File: src/rtl/keypad_uart_tx.sv
// Keypad FIFO drain: pops one key code per frame and shifts it out as UART (LSB first).
// Define KEYPAD_UART_TX_PARITY_EN for 8E1 framing (even parity bit between data and stop).
module keypad_uart_tx #(
    parameter int DATA_WIDTH   = 8,
    parameter int CLKS_PER_BIT = 868,
    parameter int CNT_WIDTH    = 10
) (
    input  logic                  clk_i,
    input  logic                  rst_i,
    input  logic                  tx_en_i,
    input  logic                  fifo_empty_i,
    output logic                  fifo_rd_en_o,
    input  logic [DATA_WIDTH-1:0] fifo_rd_data_i,
    output logic                  tx_o,
    output logic                  busy_o,
    output logic                  done_o,
    output logic [15:0]           frame_cnt_o
);

    localparam int IDX_W = (DATA_WIDTH > 1) ? $clog2(DATA_WIDTH) : 1;
    localparam logic [CNT_WIDTH-1:0] BAUD_TC  = CNT_WIDTH'(CLKS_PER_BIT - 1);
    localparam logic [IDX_W-1:0]     LAST_BIT = IDX_W'(DATA_WIDTH - 1);

`ifdef KEYPAD_UART_TX_PARITY_EN
    typedef enum logic [2:0] {IDLE, FETCH, START, DATA, PARITY, STOP} state_t;
`else
    typedef enum logic [2:0] {IDLE, FETCH, START, DATA, STOP} state_t;
`endif

    state_t                  state_q, state_d;
    logic [DATA_WIDTH-1:0]   shift_q, shift_d;
    logic [IDX_W-1:0]        idx_q, idx_d;
    logic [CNT_WIDTH-1:0]    cnt_q, cnt_d;
    logic                    tx_q, tx_d;
    logic [15:0]             frame_cnt_q;
    logic                    baud_tc;
`ifdef KEYPAD_UART_TX_PARITY_EN
    logic                    par_q, par_d;
`endif

    assign baud_tc      = (cnt_q == BAUD_TC);
    // Reset gates the strobe so a held reset never pops the FIFO.
    assign fifo_rd_en_o = (state_q == IDLE) & tx_en_i & ~fifo_empty_i & ~rst_i;
    assign busy_o       = (state_q != IDLE);
    assign done_o       = (state_q == STOP) & baud_tc;
    assign tx_o         = tx_q;
    assign frame_cnt_o  = frame_cnt_q;

    always_comb begin
        state_d = state_q;
        shift_d = shift_q;
        idx_d   = idx_q;
        cnt_d   = cnt_q;
`ifdef KEYPAD_UART_TX_PARITY_EN
        par_d   = par_q;
`endif
        unique case (state_q)
            IDLE: begin
                if (fifo_rd_en_o) state_d = FETCH;
            end
            FETCH: begin
                shift_d = fifo_rd_data_i;
                idx_d   = '0;
                cnt_d   = '0;
`ifdef KEYPAD_UART_TX_PARITY_EN
                par_d   = ^fifo_rd_data_i;
`endif
                state_d = START;
            end
            START: begin
                if (baud_tc) state_d = DATA;
            end
            DATA: begin
                if (baud_tc) begin
                    shift_d = shift_q >> 1;
                    idx_d   = idx_q + IDX_W'(1);
                    if (idx_q == LAST_BIT) begin
`ifdef KEYPAD_UART_TX_PARITY_EN
                        state_d = PARITY;
`else
                        state_d = STOP;
`endif
                    end
                end
            end
`ifdef KEYPAD_UART_TX_PARITY_EN
            PARITY: begin
                if (baud_tc) state_d = STOP;
            end
`endif
            STOP: begin
                if (baud_tc) state_d = IDLE;
            end
            default: state_d = IDLE;
        endcase

        if (state_q != IDLE && state_q != FETCH)
            cnt_d = baud_tc ? '0 : cnt_q + CNT_WIDTH'(1);

        // Line level is registered from the next state so tx_o is glitch-free.
        unique case (state_d)
            START:   tx_d = 1'b0;
            DATA:    tx_d = shift_d[0];
`ifdef KEYPAD_UART_TX_PARITY_EN
            PARITY:  tx_d = par_d;
`endif
            default: tx_d = 1'b1;
        endcase
    end

    always_ff @(posedge clk_i) begin
        if (rst_i) begin
            state_q     <= IDLE;
            shift_q     <= '0;
            idx_q       <= '0;
            cnt_q       <= '0;
            tx_q        <= 1'b1;
            frame_cnt_q <= '0;
`ifdef KEYPAD_UART_TX_PARITY_EN
            par_q       <= 1'b0;
`endif
        end else begin
            state_q <= state_d;
            shift_q <= shift_d;
            idx_q   <= idx_d;
            cnt_q   <= cnt_d;
            tx_q    <= tx_d;
`ifdef KEYPAD_UART_TX_PARITY_EN
            par_q   <= par_d;
`endif
            if (done_o) frame_cnt_q <= frame_cnt_q + 16'd1;
        end
    end

endmodule

File: config.mk
export PLATFORM = sky130hd
export DESIGN_NAME = keypad_uart_tx
export DESIGN_NICKNAME = d
export VERILOG_FILES = /design/src/rtl/keypad_uart_tx.sv
export SDC_FILE = /design/constraint.sdc
export NUM_CORES = 1
export LEC_CHECK = 0
export ABC_AREA = 1
export BUFFER_PORTS_ARGS = -buffer_cell sky130_fd_sc_hd__buf_2
export CAP_MARGIN = 10
export CORE_MARGIN = 2
export CORE_UTILIZATION = 57
export CTS_CLUSTER_SIZE = 28
export DETAILED_ROUTE_END_ITERATION = 8
export PLACE_DENSITY = 0.79
export SLEW_MARGIN = 20
export SYNTH_ARGS = -nofsm -noshare
export SYNTH_HDL_FRONTEND = slang
export SYNTH_SLANG_ARGS = --single-unit
File: constraint.sdc
create_clock -name clk_i -period 2.1 [get_ports clk_i]
set_clock_uncertainty 0.15 [all_clocks]
set_input_delay 0.105 -clock clk_i [delete_from_list [all_inputs] [get_ports clk_i]]
set_output_delay 0.105 -clock clk_i [all_outputs]
set_load 0.005 [all_outputs]
# Word level (Yosys, flattened, before mapping)
# Cells that the tools add are included.
[word_totals] reg_bits=41 latchBits=0 mem_bits_rw=0 rom_bits=0 inputBits=12 out_inout_bits=20 elab_cells=46 mem_count=0
[classes] add_sub_neg=3 n_mul=0 div_mod_pow=0 order_cmp=0 n_eq_ne=10 n_shift=0 mux=14 n_bitwise=6 reduce_logical=6
[ops] op="10-bit 2-to-1 mux" count=3
[ops] op="3-bit 2-to-1 mux" count=6
[ops] op="16-bit by 1-bit adder with 16-bit output (second input constant)" count=1
[ops] op="8-bit case mux with 2 select lines" count=1
[ops] op="3-bit case mux with 5 select lines" count=1
[ops] op="3-bit by 2-bit == test with 1-bit output (second input constant)" count=4
[ops] op="10-bit by 1-bit adder with 10-bit output (second input constant)" count=1
[ops] op="10-bit == test (second input constant)" count=1
[ops] op="8-bit 2-to-1 mux" count=1
[ops] op="3-bit == test (second input constant)" count=2
[ops] op="3-bit case mux with 2 select lines" count=1
[ops] op="1-bit AND" count=4
[ops] op="2-bit nonzero test" count=2
[ops] op="3-bit by 1-bit adder with 3-bit output (second input constant)" count=1
[ops] op="3-bit by 1-bit == test with 1-bit output (second input constant)" count=1
[ops] op="3-bit zero test" count=1
[ops] op="3-bit by 1-bit inequality test with 1-bit output (second input constant)" count=1
[ops] op="3-bit nonzero test" count=1
[ops] op="2-bit inequality test (second input constant)" count=1
[ops] op="1-bit NOT" count=2
[ops] op="1-bit case mux with 2 select lines" count=1
[ops] op="2-bit AND reduction" count=1
[ops] op="1-bit logical AND" count=1

# Logic depth before layout (Yosys ltp)
# Gate-level depths: netlist (run 1).
[logic_depth] ltp_word=8 depth_mapped=10 ltp_nobuf=9

# Least setup slack after synthesis (run 1)
# Ideal clock, no wire load.
[synth_timing] path_type="register -> register" from="reg cnt_q[0]" to="reg frame_cnt_q[8] (netlist: frame_cnt_o[8])" setup_time_ns=0.068 t_arrival_ns=1.280 required_time_ns=1.882 setup_slack_ns=0.603 stages_incl_launch_ff=9 n_path_buf=1 period_less_slack_ns=1.497 path_cell_list="dfxtp_1 > ha_1 > nand3_1 > inv_1 > nand3_4 > nor2_8 > buf_8 > nand2_1 > a21oi_2"
[synth_via] elab_chain_cells=2
[synth_lines] item="start: declaration" line="33" text="logic [CNT_WIDTH-1:0] cnt_q, cnt_d;"
[synth_lines] item="start signal: assignment" line="126" text="cnt_q <= cnt_d;"
[synth_lines] item="10-bit == test" line="41" text="assign baud_tc = (cnt_q == BAUD_TC);"
[synth_lines] item="1-bit AND" line="45" text="assign done_o = (state_q == STOP) & baud_tc;"
[synth_lines] item="via done_o" line="16" text="output logic done_o,"
[synth_lines] item="end signal: assignment" line="131" text="if (done_o) frame_cnt_q <= frame_cnt_q + 16'd1;"
[synth_lines] item="end: declaration" line="35" text="logic [15:0] frame_cnt_q;"
# The timed path passes the listed nets, and every way through them passes these cells.
# A chain may end at the register's enable or synchronous reset.

# Worst setup path after layout (run 1)
[layout_timing] from="reg cnt_q[0]" to="out done_o"
[layout_via] elab_chain_cells=2
[layout_lines] item="10-bit == test" line="41"
[layout_lines] item="1-bit AND" line="45"
[layout_lines] item="end: declaration" line="16"
# No other way between the ends.

==> results of run 1 <==
-- routing by layer --
| metal | up-vias | global-route usage |
|---|---|---|
| li1 | 1201 | - |
| met1 | 983 | 0.3125 |
| met2 | 42 | 0.4121 |
| met3 | 7 | 0.05000 |
| met4 | 0 | 0.1097 |
| met5 | - | 0 |
-- cell families (layout without fill, tap and decap cells) --
kind of cell	count (synthesis)	in the layout
DFF	41	41
xor gates and xnor gates	3	3
and+or+nand+nor	215	215
buffers and inverters	49	90
adders and majority gates	4	4
AOI/OAI and AO/OA	45	45
-- synthesized netlist by cell type (3+ instances only) --
master    count  share of area
a21oi_1      24          0.053
a21oi_2       6          0.023
clkbuf_1      3         0.0049
dfxtp_1      41           0.36
ha_1          4          0.022
inv_1        40          0.066
nand2_1     122           0.20
nand3_1      25          0.055
nand4_1       6          0.016
nor2_1       52          0.086
o21ai_0      11          0.024
-- path summary, 6_finish.rpt --
kind,end,slack [ns]
worst min register to register,idx_q[1],0.32
worst min-delay path,shift_q[0],0.03
worst max-delay path,done_o,0.18
worst max register to register,frame_cnt_o[9],0.28
-- where the power goes --
part           total, mW  leakage (nW)  internal, mW  switching [mW]
registers          0.787         0.331         0.783         0.00409
logic             0.0769         0.762        0.0335          0.0434
clock network      0.671        0.0585         0.388           0.284
-- cell type report --
type,instances,area [sq um]
fillers,357,1099
clock buffers,7,86.33
inverters,41,153.9
flip-flops and latches,41,820.8
clock inverters,1,30.03
multi-input cells,267,1244
well taps,48,60.06
repair buffers,41,250.2
-- metrics by stage --
stage	utilization	worst slack [ns]
global placement	0.6541	0.3826
detailed placement	0.6541	0.2919
finish	0.7066	0.1770
global route	0.7066	0.07766
CTS	0.7066	0.1609
floorplan	-	0.6026
-- state kept, by name, summed over array words and instances, names as in the netlist --
| register | count |
|---|---|
| cnt_q | 10 |
| state_q | 3 |
| frame_cnt_o | 16 |
| shift_q | 8 |
| idx_q | 3 |
| tx_o | 1 |
-- repair_timing --
action                                  in CTS  in global routing
endpoints found under the setup margin       0                  0
hold endpoints to repair                     8                  0
hold buffers                                 8                  0
gates resized for setup                      0                  0
buffers inserted                             0                  0
-- critical path: stages (launching register included) --
cell and delay (ns):
dfxtp_1 0.38, ha_1 0.20, nand3_1 0.12, inv_1 0.11, nand3_4 0.14, nor2_8 0.24, buf_2 0.16
==> results.md, run 1 <==
- Placer Congestion: 0.9345
- Post-Syn Nets: 373
- WP data required: 1.85 ns
- M1 WL: 2434 um
- CP Launch Point: cnt_q[0]
- Chip height: 67.21 um
- H-tree levels: 2
- WHS: 0.02839 ns
- Die Footprint: 0.004517 sq mm
- RSZ-0062 raised after global routing: false
- Dpl cell area: 0.002449 sq mm
- Drc violations: 0
- Mux contribution to synthesized area: 0
- Initial drt markers: 91
- Largest net degree at the start of global routing: 30
- Post-layout minimum cycle time: 1.923 ns
- Max Fclk: 0.5200 GHz
- Routed Antenna Nets: 0
- Skew-Pair Late Insertion Delay: 0.30 ns
- Setup Total Neg Slack: 0 ns
- Most frequent cells in the layout: nand2_1, nor2_1, dfxtp_1
- Main flop type after synthesis: dfxtp_1
- Detailed Place HPWL: 3392 um
- Cell count after placement: 430
- Register clock-pin slew on the reported worst setup and hold paths: 0.08 ns
- Global-route wire length before repair: 8466 um
- Length of routed met3 wiring: 168 um
- Reg2reg path depth: 8
- Core ar.: 0.003744 sq mm
- EDFF count, synth: 0
- Gr ovfl total: 0
- Vias in the first global route: 1,981
- Mapped Area: 0.002277 sq mm
- Final hold vios: 0
- # Max-Cap Violations: 0
- Met2 WL: 2269 um
- Initial antenna violation count: 0
- Port bufs: 31
- Register bit total from synthesis: 41
- Synth-to-Final Area Change: 16.15%
- Width of the die: 67.21 um
- IO Pins: 32
- Root Driver: clkbuf_8
- Largest family of logic cells by synthesized area: simple AND/OR/NAND/NOR gates
- # setup viols final: 0
- Leak pwr: 1.151 nW
- Synth cell types: 27
- Part of the Yosys area used for sequential elements: 0.3604
- Commonest non-fill, non-tap cell in the layout: nand2_1
- Synthesized-area fraction occupied by adder cells: 0.02198
- Yosys warnings: 0
- Max layer used: met4
- Via count: 2,233
- Asr flop ratio synth: 0
- WP data arrival: 1.67 ns
- Max clock buf depth: 2
- Final Instance Count excl. Fillers: 446
- Final wirelength: 4958 um
- Slew Limit Fails: 0
- Maximum VDD drop: 0.3195 mV
- Vias/cell: 5.007
- Worst Setup Start Kind: register
- Initial Util: 0.6083
- Tot Pwr: 1.536 mW
- Post-synthesis cell count: 357
- HP Class: primary input to register
- Power Density: 580.6 mW/mm^2
- XOR/XNOR share of the synthesized area: 0.01154
- Drt pass-1 iters: 4
- Synth Area in Compound Gates: 0.1126
- Clock tree sinks: 41
- Final #Nets: 413
- Total GRT Usage: 0.2486
- Maximum fanout along the worst path: 16
- Row count: 22
- Least-Margin Pin Slew: 0.3531 ns
- Slew margin rel.: 0.7646
- Reg-to-reg startpoint: cnt_q[0]
- Layout cells sized above 1: 0.1357
- Hold Crit Depth: 5
- Hold Crit Start: fifo_rd_data_i[0]
- Diodes inserted: 0
- Mapped Avg Cell Area: 6.379 sq um
- CTS Buf Count: 5
- CTS tree: done
- Crit. End Element: primary output
- Critical path type: register to primary output
- Simple-gate share of the synthesized area: 0.4000
- Post-route cell area: 0.002645 sq mm
- Status: complete, no violations
- Wire length per cell: 11.12 um
- Final period util: 0.9157
Note: power is estimated with default switching activity, not from simulation.
==> run 2, diff against run 1 <==
- ABC_AREA: 1 -> 0
- CORE_UTILIZATION: 57 -> 56
==> results.md, run 2 <==
- Leak pwr: 1.015 nW (was 1.151 nW)
- Top cells by area, synth: dfxtp_1, o21ai_0, o31ai_1 (was dfxtp_1, nand2_1, nor2_1)
- Failing checks: setup timing
- # Max-Cap Violations: 0 (unchanged)
- Diodes inserted: 0 (unchanged)
- Final WS setup: -0.1388 ns (was 0.1770 ns)
- Most frequent cell after synthesis: dfxtp_1 (was nand2_1)
- Drc violations: 0 (unchanged)
- Max reg flops: 16 (unchanged)
- Max Fclk: 0.4467 GHz (was 0.5200 GHz)
- Mapped Area: 0.002027 sq mm (was 0.002277 sq mm)
- Maximum fanout along the worst path: 6 (was 16)
- Main flop type after synthesis: dfxtp_1 (unchanged)
- Placer Congestion: 0.8662 (was 0.9345)
- Worst Setup Start Kind: register (unchanged)
- Clock tree sinks: 41 (unchanged)
- Core ar.: 0.003416 sq mm (was 0.003744 sq mm)
- Die Footprint: 0.004117 sq mm (was 0.004517 sq mm)
- Synth-to-Final Area Change: 28.83% (was 16.15%)
- Total GRT Usage: 0.2667 (was 0.2486)
- Crit. End Element: register (was primary output)
- Final wirelength: 5179 um (was 4958 um)
- Post-synth top area share: 0.4049 (was 0.3604)
- Layout cells sized above 1: 0.2924 (was 0.1357)
- Largest net degree at the start of global routing: 17 (was 30)
- Asr flop ratio synth: 0 (unchanged)
- Critical path type: register to register (was register to primary output)
- Commonest non-fill, non-tap cell in the layout: dfxtp_1 (was nand2_1)
- Post-Syn Nets: 253 (was 373)
- Register clock-pin slew on the reported worst setup and hold paths: 0.12 ns (was 0.08 ns)
- # setup viols final: 15 (was 0)
- Chip height: 64.16 um (was 67.21 um)
- Tot Pwr: 1.261 mW (was 1.536 mW)
- Cell count after placement: 326 (was 430)
- Fill count: 249 (was 357)
- CTS Buf Count: 5 (unchanged)
- Synth cell types: 47 (was 27)
- Post-synthesis cell count: 237 (was 357)
- Root Driver: clkbuf_4 (was clkbuf_8)
- Drt pass-1 iters: 4 (unchanged)
- Global-route wire length before repair: 8631 um (was 8466 um)
- Part of the Yosys area used for sequential elements: 0.4049 (was 0.3604)
- WP data arrival: 2.38 ns (was 1.67 ns)
- Initial drt markers: 180 (was 91)
- Skew-Pair Late Insertion Delay: 0.36 ns (was 0.30 ns)
- Vias in the first global route: 1,951 (was 1,981)
- Max clock buf depth: 2 (unchanged)
- IO Pins: 32 (unchanged)
- H-tree levels: 2 (unchanged)
- Slew margin rel.: 0.6383 (was 0.7646)
- Vias/cell: 6.040 (was 5.007)
- RSZ-0062 raised after global routing: true (was false)
- Yosys warnings: 0 (unchanged)
- Final period util: 1.066 (was 0.9157)
- Final #Nets: 316 (was 413)
- EDFF count, synth: 0 (unchanged)
- Wire length per cell: 14.93 um (was 11.12 um)
- Mapped Avg Cell Area: 8.553 sq um (was 6.379 sq um)
- Power Density: 483.0 mW/mm^2 (was 580.6 mW/mm^2)
- Port bufs: 31 (unchanged)
- Post-layout minimum cycle time: 2.239 ns (was 1.923 ns)
- Slew Limit Fails: 0 (unchanged)
- Maximum VDD drop: 0.4130 mV (was 0.3195 mV)
- Top cells by count, synth: dfxtp_1, o21ai_0, nand2_1 (was nand2_1, nor2_1, dfxtp_1)
- CTS tree: done (unchanged)
- Status: complete, but fails checks (was complete, no violations)
- Routed Antenna Nets: 0 (unchanged)
- Initial Util: 0.5934 (was 0.6083)
- Row count: 21 (was 22)
- Width of the die: 64.16 um (was 67.21 um)
- WHS: 0.03237 ns (was 0.02839 ns)
- WP data required: 2.25 ns (was 1.85 ns)
- Detailed Place HPWL: 3305 um (was 3392 um)
- Register bit total from synthesis: 41 (unchanged)
- Most frequent cells in the layout: dfxtp_1, buf_2, buf_4 (was nand2_1, nor2_1, dfxtp_1)
- Via count: 2,096 (was 2,233)
- Final Instance Count excl. Fillers: 347 (was 446)
- HP Class: primary input to register (unchanged)
- Yosys top cell by area: dfxtp_1 (unchanged)
- Initial antenna violation count: 0 (unchanged)
- Gr ovfl total: 0 (unchanged)
- Pre-CTS setup slack: -0.1651 ns (was 0.2919 ns)
- Final hold vios: 0 (unchanged)
- Least-Margin Pin Slew: 0.5388 ns (was 0.3531 ns)
## run 2: cell count changes after synthesis, sizes merged, moves of 7 or more
cell / delta
a21oi: -16
a22oi: +7
inv: -28
nand2: -108
nand3: -14
nor2: -43
o31ai: +10
or4: +10
## run 2: path summary, 6_finish.rpt
check	depth (start not counted)	start	to	slack [ns]
worst max-delay path	4	state_q[1]	frame_cnt_o[7]	-0.14
worst min-delay path	4	tx_en_i	state_q[0]	0.03
worst max register to register	4	state_q[1]	frame_cnt_o[7]	-0.14
worst min register to register	2	shift_q[6]	shift_q[6]	0.33
## run 2: area by class of cell
type | count | area, sq um | area share
clock buffers | 6 | 41.29 | 0.01581
multi-input cells | 176 | 1205 | 0.4614
well taps | 46 | 57.56 | 0.02204
inverters | 12 | 45.04 | 0.01725
repair buffers | 64 | 426.7 | 0.1634
clock inverters | 2 | 10.01 | 0.003833
flip-flops and latches | 41 | 825.8 | 0.3162
## run 2: cells by family after synthesis
logic type      Yosys count  share of synthesized area
buf+inv                  23                    0.04691
fa+ha+maj                 4                    0.02469
simple gates             93                     0.2673
flops                    41                     0.4049
mux                       5                    0.02654
xor+xnor                  4                    0.01729
compound gates           67                     0.2124
## run 2: repair_timing
item / 4_1_cts / 5_1_grt
buffers inserted: 2 / 0
gates cloned: 2 / 1
pin swaps: 23 / 7
endpoints found under the hold margin: 13 / 0
endpoints found under the setup margin: 15 / 17
resized for setup: 9 / 12
hold buffers: 8 / 0
## run 2: stage by stage
stage / setup TNS (ns) / util / cell area, sq um
floorplan: -0.8450 / - / 2046
global route: -1.807 / 0.7645 / 2611
CTS: -0.7134 / 0.7509 / 2565
detailed placement: -1.748 / 0.6941 / 2371
finish: -0.8964 / 0.7645 / 2611
global placement: -1.503 / 0.6941 / 2371
## run 2: critical path, cell delays in order (launching register included)
cell     delay [ns]
dfxtp_2        0.34
or3b_4         0.42
or4_4          0.60
or4_1          0.50
a21oi_1        0.15
## run 2: power by group
group / internal [mW] / total (mW) / switching, mW
registers: 0.784 / 0.787 / 0.00342
logic: 0.0379 / 0.0796 / 0.0416
clock network: 0.128 / 0.394 / 0.266
total: 0.950 / 1.26 / 0.311
## run 2: routing by layer
metal	track usage	wire [um]	vias up
met4	0.1170	59	0
met3	0.07042	253	7
met5	0	0	-
met1	0.3282	2362	979
met2	0.4375	2503	65
li1	-	-	1045
==> run 3, diff against run 2 <==
- CORE_UTILIZATION: 56 -> 50
- CTS_BUF_LIST: not set -> sky130_fd_sc_hd__clkbuf_2
- PLACE_DENSITY: 0.79 -> 0.72
==> results.md, run 3 (synthesis results as in run 2) <==
- Vias/cell: 5.989 (was 6.040)
- Total GRT Usage: 0.2420 (was 0.2667)
- Diodes inserted: 0 (unchanged)
- Commonest non-fill, non-tap cell in the layout: dfxtp_1 (unchanged)
- Row count: 23 (was 21)
- Failing checks: setup timing (unchanged)
- Post-layout minimum cycle time: 2.254 ns (was 2.239 ns)
- Status: complete, but fails checks (unchanged)
- WP data arrival: 2.00 ns (was 2.38 ns)
- Routed Antenna Nets: 0 (unchanged)
- HP Class: primary input to register (unchanged)
- Initial antenna violation count: 0 (unchanged)
- Largest net degree at the start of global routing: 24 (was 17)
- H-tree levels: 2 (unchanged)
- RSZ-0062 raised after global routing: true (unchanged)
- Skew-Pair Late Insertion Delay: 0.40 ns (was 0.36 ns)
- Max Fclk: 0.4436 GHz (was 0.4467 GHz)
- Port bufs: 31 (unchanged)
- # setup viols final: 11 (was 15)
- Cell count after placement: 335 (was 326)
- Drt pass-1 iters: 4 (unchanged)
- CTS Buf Count: 5 (unchanged)
- Crit. End Element: primary output (was register)
- Detailed Place HPWL: 3321 um (was 3305 um)
- Width of the die: 67.67 um (was 64.16 um)
- Tot Pwr: 1.189 mW (was 1.261 mW)
- Slew margin rel.: 0.7117 (was 0.6383)
- Most frequent cells in the layout: dfxtp_1, buf_2, buf_4 (unchanged)
- Max reg flops: 16 (unchanged)
- Least-Margin Pin Slew: 0.4291 ns (was 0.5388 ns)
- Cell Chain, Critical Path: or3b_4 > or4_4 > buf_6 > inv_2 > buf_2 (was or3b_4 > or4_4 > or4_1 > a21oi_1)
- WHS: 0.03280 ns (was 0.03237 ns)
- Final hold vios: 0 (unchanged)
- Wire length per cell: 14.85 um (was 14.93 um)
- CP max stage cell: or4_4 (unchanged)
- Final #Nets: 324 (was 316)
- Final period util: 1.074 (was 1.066)
- Clock tree sinks: 41 (unchanged)
- Leak pwr: 1.049 nW (was 1.015 nW)
- Via count: 2,138 (was 2,096)
- Gr ovfl total: 0 (unchanged)
- Final wirelength: 5303 um (was 5179 um)
- Vias in the first global route: 1,926 (was 1,951)
- # Max-Cap Violations: 0 (unchanged)
- Drc violations: 0 (unchanged)
- Register clock-pin slew on the reported worst setup and hold paths: 0.18 ns (was 0.12 ns)
- Maximum VDD drop: 0.2974 mV (was 0.4130 mV)
- Final Instance Count excl. Fillers: 357 (was 347)
- Layout cells sized above 1: 0.3192 (was 0.2924)
- Placer Congestion: 0.8310 (was 0.8662)
- WP data required: 1.85 ns (was 2.25 ns)
- Chip height: 67.67 um (was 64.16 um)
- Synth-to-Final Area Change: 32.04% (was 28.83%)
- Maximum fanout along the worst path: 5 (was 6)
- Final WS setup: -0.1544 ns (was -0.1388 ns)
- Initial drt markers: 198 (was 180)
- Critical path type: register to primary output (was register to register)
- CTS tree: done (unchanged)
- Worst Setup Start Kind: register (unchanged)
- Crit path largest cell delay: 0.59 ns (was 0.60 ns)
- Core ar.: 0.003943 sq mm (was 0.003416 sq mm)
- Die Footprint: 0.004579 sq mm (was 0.004117 sq mm)
- Power Density: 444.1 mW/mm^2 (was 483.0 mW/mm^2)
- Slew Limit Fails: 0 (unchanged)
- Initial Util: 0.5141 (was 0.5934)
- Max clock buf depth: 2 (unchanged)
- Root Driver: clkbuf_2 (was clkbuf_4)
- Global-route wire length before repair: 8473 um (was 8631 um)
- IO Pins: 32 (unchanged)
-- run 3: changes by cell type in the layout (fill, tap and decap cells not counted), sizes merged --
cell / before / now
buf: 56 / 64
clkbuf: 6 / 5
clkinv: 2 / 1
-- run 3: worst max-delay path, delay by kind of cell, from the launching register on --
kind	cells	cell delay [ns]
buf+inv	3	0.27
flops	1	0.36
simple gates	2	0.98
-- run 3: area by class of cell --
cell class / count / area (sq um)
Clock buffer: 5 / 25.02
Multi-Input combinational cell: 176 / 1221
Fill cell: 316 / 1266
Timing Repair Buffer: 72 / 490.5
Inverter: 12 / 45.04
Clock inverter: 1 / 5.005
Sequential cell: 41 / 827.0
Tap cell: 50 / 62.56
-- run 3: final timing paths --
path | startpoint | to | slack (ns) | cells past startpoint
worst max-delay path | state_q[1] | done_o | -0.15 | 5
worst min-delay path | fifo_rd_data_i[0] | shift_q[0] | 0.03 | 5
worst max register to register | state_q[1] | frame_cnt_o[13] | -0.14 | 5
worst min register to register | shift_q[3] | shift_q[3] | 0.34 | 2
-- run 3: metrics by stage --
stage	utilization	instance area (sq um)	worst slack, ns	setup TNS [ns]
6_report	0.6788	2676	-0.1544	-0.8693
5_1_grt	0.6788	2676	-0.2281	-1.770
4_1_cts	0.6668	2629	-0.1515	-0.6411
3_5_place_dp	0.6122	2414	-0.1941	-1.709
3_3_place_gp	0.6122	2414	-0.1199	-1.074
2_1_floorplan	-	2046	-0.09980	-0.8450
-- run 3: routing by layer --
layer | global-route usage | part of all wire
met4 | 0.1020 | 0.012
met5 | 0 | 0
met1 | 0.3043 | 0.45
met2 | 0.3922 | 0.49
met3 | 0.06000 | 0.054
-- run 3: timing repair --
action                                  CTS  global route
hold buffers                              8             0
pin swaps                                18             8
buffers inserted                          4             1
gates cloned                              3             0
endpoints found under the setup margin   15            19
resized for setup                        15            11
endpoints found under the hold margin    10             0
-- run 3: report_power, final --
part / internal [mW] / switching (mW) / leakage, nW / total [mW]
Clock: 0.0680 / 0.253 / 0.0247 / 0.321
Sequential: 0.786 / 0.00351 / 0.333 / 0.790
Combinational: 0.0374 / 0.0404 / 0.692 / 0.0777
Total: 0.891 / 0.297 / 1.05 / 1.19
